===== src/rtl/conf_int_dot_acc__truncated.sv =====
// conf_int_dot_acc__truncated: streaming dot-product accumulator with
// truncated operands. The NAB low bits of each operand are dropped before
// the multiply. Only the low W bits of each product are kept, and the sum
// is accumulated W bits wide. Any lost high bits set a sticky overflow flag.
// Build option: define CONF_INT_DOT_ACC_SAT_EN to saturate the accumulator
// to all-ones on overflow. The default build wraps modulo 2^W.
module conf_int_dot_acc__truncated #(
    parameter int DATA_PATH_BITWIDTH = 16,
    parameter int NAB                = 4,
    parameter int LEN_BITWIDTH       = 8
) (
    input  logic                          clk,
    input  logic                          rst,
    input  logic                          start,
    input  logic [LEN_BITWIDTH-1:0]       len,
    input  logic                          in_valid,
    output logic                          in_ready,
    input  logic [DATA_PATH_BITWIDTH-1:0] a,
    input  logic [DATA_PATH_BITWIDTH-1:0] b,
    output logic                          out_valid,
    input  logic                          out_ready,
    output logic [DATA_PATH_BITWIDTH-1:0] out_data,
    output logic                          overflow,
    output logic                          busy
);
    localparam int W = DATA_PATH_BITWIDTH;

    localparam logic [1:0] ST_IDLE = 2'd0;
    localparam logic [1:0] ST_ACC  = 2'd1;
    localparam logic [1:0] ST_DONE = 2'd2;

    // Clears the NAB least-significant operand bits; works for NAB = 0 too.
    localparam logic [W-1:0] KEEP_MASK = ~((W'(1) << NAB) - W'(1));

    logic [1:0]              state;
    logic [W-1:0]            acc;
    logic [LEN_BITWIDTH-1:0] count;
    logic                    ovf;

    logic [W-1:0]   a_t;
    logic [W-1:0]   b_t;
    logic [2*W-1:0] prod;
    logic [W:0]     sum;
    logic           term_ovf;
    logic [W-1:0]   acc_next;

`ifdef CONF_INT_DOT_ACC_SAT_EN
    // Clamp to all-ones once this result has overflowed.
    function automatic logic [W-1:0] saturate(input logic [W-1:0] s, input logic of);
        return of ? {W{1'b1}} : s;
    endfunction
`endif

    // Truncate, multiply, and add one term to the accumulator.
    // Overflow is flagged when the sum carries out of W bits or when the
    // product has any nonzero bit above the low W bits.
    always_comb begin
        a_t      = a & KEEP_MASK;
        b_t      = b & KEEP_MASK;
        prod     = {{W{1'b0}}, a_t} * {{W{1'b0}}, b_t};
        sum      = {1'b0, acc} + {1'b0, prod[W-1:0]};
        term_ovf = sum[W] | (|prod[2*W-1:W]);
`ifdef CONF_INT_DOT_ACC_SAT_EN
        acc_next = saturate(sum[W-1:0], term_ovf | ovf);
`else
        acc_next = sum[W-1:0];
`endif
    end

    // Control FSM and accumulator. Reset also discards any in-flight result.
    always_ff @(posedge clk) begin
        if (rst) begin
            state <= ST_IDLE;
            acc   <= '0;
            count <= '0;
            ovf   <= 1'b0;
        end else begin
            case (state)
                ST_IDLE: begin
                    if (start) begin
                        acc <= '0;
                        ovf <= 1'b0;
                        if (len != '0) begin
                            count <= len;
                            state <= ST_ACC;
                        end else begin
                            state <= ST_DONE;
                        end
                    end
                end
                ST_ACC: begin
                    if (in_valid) begin
                        acc   <= acc_next;
                        ovf   <= ovf | term_ovf;
                        count <= count - LEN_BITWIDTH'(1);
                        if (count == LEN_BITWIDTH'(1)) begin
                            state <= ST_DONE;
                        end
                    end
                end
                ST_DONE: begin
                    if (out_ready) begin
                        state <= ST_IDLE;
                    end
                end
                default: state <= ST_IDLE;
            endcase
        end
    end

    assign in_ready  = (state == ST_ACC);
    assign out_valid = (state == ST_DONE);
    assign busy      = (state != ST_IDLE);
    assign out_data  = acc;
    assign overflow  = ovf;

endmodule


===== config.mk =====
export PLATFORM = sky130hd
export DESIGN_NAME = conf_int_dot_acc__truncated
export DESIGN_NICKNAME = d
export VERILOG_FILES = /design/src/rtl/conf_int_dot_acc__truncated.sv
export SDC_FILE = /design/constraint.sdc
export NUM_CORES = 1
export LEC_CHECK = 0
export ABC_AREA = 1
export CAP_MARGIN = 0
export CORE_MARGIN = 4
export CORE_UTILIZATION = 60
export DETAILED_ROUTE_END_ITERATION = 8
export GPL_ROUTABILITY_DRIVEN = 0
export PLACE_DENSITY = 0.84
export SKIP_CTS_REPAIR_TIMING = 1
export SYNTH_ARGS = -nofsm -noshare
export SYNTH_HDL_FRONTEND = slang
export SYNTH_SLANG_ARGS = --single-unit

===== constraint.sdc =====
create_clock -name clk -period 5.7 [get_ports clk]
set_input_delay 0.57 -clock clk [delete_from_list [all_inputs] [get_ports clk]]
set_output_delay 0.57 -clock clk [all_outputs]
set_load 0.03 [all_outputs]

# Word-level counts from Yosys, hierarchy flattened
# Index checks and enable logic that the tools add are counted.
[op_classes]
bitwise = 2
mux = 16
n_mul = 1
n_eq_ne = 8
addsub = 2
n_reduce_logical = 8
[op_table]
columns = ["operator", "count"]
rows = [
  ["$mux 16", 2],
  ["$pmux 16 s2", 1],
  ["$mul 12x12->24", 1],
  ["$mux 8", 3],
  ["$add 16x16->17", 1],
  ["$pmux 8 s2", 1],
  ["$reduce_or 16->1", 1],
  ["$mux 2", 5],
  ["$eq 8x1->1 const B", 1],
  ["$reduce_and 4->1", 2],
  ["$reduce_bool 8->1", 1],
  ["$sub 8x1->8 const B", 1],
  ["$ne 2x2->1 const B", 3],
  ["$pmux 2 s3", 1],
  ["$ne 2x1->1 const B", 2],
  ["$reduce_bool 2->1", 2],
  ["$reduce_and 3->1", 1],
  ["$eq 2x1->1 const B", 1],
  ["$eq 2x2->1 const B", 1],
  ["$logic_not 2->1", 1],
  ["$mux 1", 2],
  ["$or 1x1->1", 2],
  ["$pmux 1 s2", 1],
]
[word_totals]
inputBits = 45
word_cells = 41
output_inout_bits = 20
register_bits = 27

# Longest topological paths before layout
# Gate-level depths: netlist of run 1.
[depth]
word_depth = 6
ltp_mapped = 29

# Least setup slack after synthesis of run 1
# No wires, ideal clock.
[synth_timing]
kind = "in2reg"
start = "input b[15]"
end = "register ovf (netlist: overflow)"
path_buffers = 1
setup_slack_ns = 0.690
arrival_ns = 4.888
stages = 21
setup_time_ns = 0.122
cell_sequence = "clkbuf_1 -> nand2_1 -> fa_1 -> fa_1 -> fa_1 -> fa_1 -> fa_1 -> inv_1 -> ha_1 -> nand2_1 -> inv_1 -> a21oi_1 -> nand3_2 -> nand2_1 -> nand2_1 -> a21oi_1 -> nand2_1 -> nor2_1 -> nand3_1 -> nand2_1 -> a21oi_2"
[synth_between]
elab_chain_len = 6
[synth_lines]
columns = ["element", "line", "text"]
rows = [
  ["from (decl)", "19", "input logic [DATA_PATH_BITWIDTH-1:0] b,"],
  ["$mul 12x12->24", "60", "prod = {{W{1'b0}}, a_t} * {{W{1'b0}}, b_t};"],
  ["$reduce_or 16->1", "62", "term_ovf = sum[W] | (|prod[2*W-1:W]);"],
  ["$or 1x1->1", "62", ""],
  ["$or 1x1->1", "94", "ovf <= ovf | term_ovf;"],
  ["$mux 1", "92", "if (in_valid) begin"],
  ["$pmux 1 s2", "78", "case (state)"],
  ["to (signal assigned)", "94", ""],
  ["to (decl)", "38", "logic ovf;"],
]
# No other way between the ends. The select of a mux whose other input is x is not followed.
# A chain may end at the register's enable or synchronous reset.

# Worst setup path in the final report of run 1
[layout_timing]
start = "input b[10]"
end = "register ovf (netlist: overflow)"
[layout_between]
elab_chain_len = 6
elab_cells_between_ends = 7
classes_between = "add/sub (1); mul (1); mux (2); bitwise (2); reduce/logical (1)"
[layout_lines]
columns = ["element", "line"]
rows = [
  ["$mul 12x12->24 *", "60"],
  ["$add 16x16->17 / $reduce_or 16->1 (equally long branches)", "61, 62"],
  ["$or 1x1->1 *", "62"],
  ["$or 1x1->1 *", "94"],
  ["$mux 1 *", "92"],
  ["$pmux 1 s2 *", "78"],
]
# Every way passes the cells marked *; elsewhere a longest branch is shown, timed or not. The select of a mux whose other input is x is not followed.

==> run_results.csv, run 1 <==
group,metric,value,unit
placed_design,place_ws,5.652,ps
clocking,clk-insertion-delay-late,260,ps
grt,grt_usage,0.2444,
logic_synthesis,ys_top_cells_by_area,"fa_1 32%, nand2_1 16%, ha_1 14%",
min_path,hp-class,"reg2reg",
final_layout,num-nets-final,1199,
route,routed_via_density,5.105,
logic_synthesis,ys_top_cells_by_count,"281 x nand2_1, 233 x inv_1, 101 x fa_1",
grt,grt_max_degree,18,
setup_path,r2r_cells,11,
timing,setup_ws,285.2,ps
setup_path,path_class,"in2reg",
clocking,cts_tree,"built",
grt,overflow,0,
grt,grt_pass1_vias,5756,
die,dieArea,0.01239,mm²
timing,min_period,5415,ps
logic_synthesis,synth_edf_count,0,
route,drcViolationCount,0,
timing,finalCritPeriodShare,0.9500,
logic_synthesis,synth_top_area_frac,0.3158,
logic_synthesis,synth-seq-cells,19,
final_layout,syn_to_final_growth,13.31,%
route,wl,14200,µm
logic_synthesis,synthArstFlopShare,0,
final_layout,num_antenna_cells,0,
route,firstDrtPassIters,5,
timing,relSlewSlack,0.5195,
route,ant_nets,0,
logic_synthesis,synth.most_common_cell,"nand2_1",
clocking,h-tree-depth,1,
timing,finalHoldViolCount,0,
status,status,"complete, no violations",
setup_path,reg2reg_from,"state[0]",
setup_path,end_kind,"flip-flop",
logic_synthesis,synth_flop_cell,"dfxtp_1",
setup_path,cp.required,5850,ps
die,io_pins,65,
logic_synthesis,syn_avg_cell_area,6.937,µm²
final_layout,drive_above_1_share,0.05816,
placed_design,io_buffers,48,
timing,setup_tns,0,ps
logic_synthesis,synth_top_area_cell,"fa_1",
setup_path,regToRegSetupSlack,3670,ps
timing,fmax,184.7,MHz
route,wl_per_cell,12.72,µm
timing,tightest_slew,718.5,ps
grt,grt_pass1_wl,25900,µm
timing,finalClockSkew,2.546,ps
min_path,whs_endpoint,"overflow",
clocking,cts-root-buf,"clkbuf_8",
timing,slew_violations,0,
setup_path,r2r-end,"count[3]",
logic_synthesis,syn-cell-area,0.006402,mm²
logic_synthesis,synth_cells,923,
die,initial_utilization,0.6174,
min_path,worstHoldStart,"overflow",
die,rows,37,
setup_path,arrival,5570,ps
clocking,path_clk_slew,70,ps
clocking,clock_path_buffers,2,
logic_synthesis,ys_types,39,
clocking,cts_sinks,19,
timing,rsz0062_at_grt,"no",
grt,antenna_found_initial,0,
clocking,cts_buffers,3,
logic_synthesis,synth-seq-area-share,0.05941,
flow_run,drv_cap,0,
pwr,p_leak,0.004189,µW
logic_synthesis,synth_warnings,0,
setup_path,path_max_fanout,8,
die,fp.dieW,111.3,µm
timing,setup_viol,0,
placed_design,dp_hpwl,12440,µm
route,vias,5697,
die,core-area,0.01037,mm²
min_path,holdPathStages,2,
pwr,p_per_area,434.8,mW/mm²
route,drtIter0Drc,440,
pwr,peakVddDrop,275.1,µV
die,die_h,111.3,µm
setup_path,startpoint_type,"input port",
[cell families (layout without fill, tap and decap cells)]
group | count (synthesis) | count (layout) | synth area share
xor+xnor | 7 | 7 | 0.009576
other cells | 1 | 8 | 0.0005857
fa+ha+maj | 173 | 173 | 0.4565
compound gates | 71 | 71 | 0.06488
buf+inv | 273 | 323 | 0.1655
simple gates | 379 | 379 | 0.2435
flops | 19 | 19 | 0.05941
[flip-flops by register name, summed over array words and instances (netlist names)]
signal and count:
count 8, state 2, out_data 8, overflow 1
[worst max path at each step]
| stage | from | endpoint | slack [ps] | depth (start not counted) |
|---|---|---|---|---|
| floorplan | b[15] | overflow | 690 | 21 |
| global placement | a[9] | overflow | 60 | 20 |
| detailed placement | b[8] | overflow | 6 | 20 |
| CTS | b[8] | overflow | 270 | 20 |
| global route | b[10] | overflow | 3 | 23 |
| finish | b[10] | overflow | 290 | 21 |
[power by group]
part           total, µW  internal (µW)  leakage (µW)  switching (µW)
Clock               97.2           49.8     0.0000228            47.4
Sequential           166            150      0.000156            16.3
Combinational       2890           1150       0.00401            1740
Total               3150           1350       0.00419            1810
[routing by layer]
metal  track usage  part of all wire  vias up
met4       0.06488             0.024        0
met5             0                 0        -
met2        0.4190              0.49      154
li1              -                 -     2831
met3       0.01965             0.041       19
met1        0.3353              0.44     2693
[cell type report]
class,instances,area (µm²)
sequential,19,380.4
inverter,237,894.6
fill,877,3115
clock buffer,4,45.04
tap,136,170.2
timing repair buffer,82,775.7
multi-input combinational,638,4989
[layout by cell type, fill, tap and decap left out, types with 4 or more instances in the layout]
master and n:
nand3b_1 7, a31oi_1 4, fa_1 101, ha_1 72, xor2_1 5, o21ai_0 18, nand2_2 4, a21oi_1 35
dlymetal6s2s_1 6, nand2_1 281, conb_1 8, buf_4 32, clkdlybuf4s50_1 42, inv_1 233, nand3_1 23, dfxtp_1 19
nand4_1 8, nor2_1 41
[critical path, stage by stage]
cell	delay, ps
clkdlybuf4s50_1	710
nand2_1	140
fa_1	520
fa_1	570
fa_1	450
fa_1	490
fa_1	570
inv_1	50
ha_1	330
nand2_1	150
inv_1	50
a21oi_1	170
nand3_2	140
nand2_1	100
nand2_1	50
a21oi_1	130
nand2_1	70
nor2_1	90
nand3_1	80
nand2_1	80
a21oi_2	50
[metrics by stage]
stage | area [µm²] | cells | hold slack (ps) | util | power [µW]
floorplan | 6429 | 930 | 468.6 | - | 2377
global placement | 7194 | 1112 | 468.4 | 0.6938 | 2988
detailed placement | 7194 | 1112 | 470.2 | 0.6938 | 3040
CTS | 7239 | 1116 | 485.6 | 0.6981 | 3165
global route | 7254 | 1116 | 512.7 | 0.6996 | 3635
finish | 7254 | 1116 | 482.6 | 0.6996 | 3154
(Power assumes the default switching activity.)
==> inputs of run 2 (changes only) <==
HOLD_SLACK_MARGIN = 0.06   (was not set)
clock period = 6 ns   (was 5.7 ns; I/O delays follow)
==> run_results.csv, run 2 (synthesized netlist as in run 1, its figures left out) <==
group,metric,value,unit
grt,use_met2,0.4085,
final_layout,num-nets-final,1185,
clocking,cts_tree,"built",
grt,grt_pass1_vias,5635,
clocking,clock_path_buffers,2,
timing,relSlewSlack,0.5168,
die,rows,37,
route,firstDrtPassIters,5,
die,io_pins,65,
clocking,cts_sinks,19,
grt,grt_pass1_wl,25220,µm
die,die_h,111.3,µm
grt,grt-busiest-layer,"met2",
setup_path,path_max_fanout,12,
die,initial_utilization,0.6174,
clocking,h-tree-depth,1,
flow_run,drv_cap,0,
pwr,p_leak,0.004058,µW
grt,overflow,0,
grt,grtUsageMet3,0.02183,
setup_path,startpoint_type,"input port",
route,wl,13950,µm
final_layout,layout_commonest_cell,"nand2_1",
timing,rsz0062_at_grt,"no",
placed_design,postPlaceCellArea,0.007064,mm²
die,fp.dieW,111.3,µm
timing,finalClockSkew,1.305,ps
pwr,finalPower,2922,µW
clocking,path_clk_slew,70,ps
timing,setup_viol,0,
min_path,hp-class,"reg2reg",
timing,finalHoldViolCount,0,
timing,holdWs,487.2,ps
die,dieArea,0.01239,mm²
final_layout,layout_common_cells,"281 x nand2_1, 233 x inv_1, 101 x fa_1",
grt,grt_max_degree,18,
final_layout,drive_above_1_share,0.04451,
route,wl_per_cell,12.66,µm
timing,fmax,178.8,MHz
clocking,cts-root-buf,"clkbuf_8",
placed_design,dp_hpwl,12140,µm
route,drcViolationCount,0,
route,drtIter0Drc,354,
final_layout,syn_to_final_growth,11.04,%
pwr,p_per_area,411.0,mW/mm²
placed_design,place_ws,167.4,ps
timing,setup_tns,0,ps
final_layout,num_antenna_cells,0,
route,routed_via_density,5.050,
final_layout,stdcell_area,0.007109,mm²
status,status,"complete, no violations",
clocking,clk-insertion-delay-late,260,ps
die,core-area,0.01037,mm²
route,vias,5565,
grt,antenna_found_initial,0,
route,ant_nets,0,
clocking,cts_buffers,3,
setup_path,arrival,5740,ps
placed_design,io_buffers,48,
timing,setup_ws,408.2,ps
grt,grt_usage,0.2357,
timing,tightest_slew,722.5,ps
timing,slew_violations,0,
timing,min_period,5592,ps
setup_path,end_kind,"flip-flop",
timing,finalCritPeriodShare,0.9320,
setup_path,path_class,"in2reg",
grt,met1_usage,0.3266,
pwr,peakVddDrop,230.4,µV
setup_path,cp.required,6140,ps
[run 2: cell types whose count changed in the layout (fill, tap and decap cells not counted)]
cell,previous run,this run
clkdlybuf4s50_1,42,48
buf_12,2,0
buf_4,32,20
dlymetal6s2s_1,6,0
[run 2: area by class of cell]
type / instances / area [µm²]
clock buffers: 4 / 45.04
fillers: 894 / 3261
inverters: 237 / 894.6
multi-input cells: 638 / 4989
flip-flops and latches: 19 / 380.4
well taps: 136 / 170.2
repair buffers: 68 / 630.6
[run 2: path summary, 6_finish.rpt]
check	slack, ps	start	cells past startpoint	endpoint
setup / recovery	410	b[13]	20	overflow
hold / removal	490	out_data[8]	2	out_data[8]
setup reg to reg	3990	state[0]	11	count[0]
hold reg to reg	490	out_data[8]	2	out_data[8]
[run 2: critical path, cell delays in order]
cell and delay (ps):
clkdlybuf4s50_1 780, nand2_1 130, fa_1 480, fa_1 520, fa_1 520, fa_1 520
fa_1 570, inv_1 50, ha_1 370, nand2_1 190, inv_1 60, a21oi_1 180
nand3_2 140, xor2_1 160, nor2_1 110, nand2_1 60, nor2_1 120, nand3_1 70
nand2_1 70, a21oi_2 50
[run 2: stage by stage]
step	utilization	instances
after floorplan	-	930
after global placement	0.6812	1098
after detailed placement	0.6812	1098
after CTS	0.6856	1102
after global routing	0.6856	1102
final	0.6856	1102
[run 2: metal layers]
metal / up-vias / share of wire
li1: 2801 / -
met1: 2596 / 0.46
met2: 146 / 0.48
met3: 22 / 0.044
met4: 0 / 0.018
met5: - / 0
[run 2: report_power, final]
part | switching [µW] | internal [µW]
Sequential | 15.7 | 142
Combinational | 1650 | 1020
Clock | 44.9 | 47.3
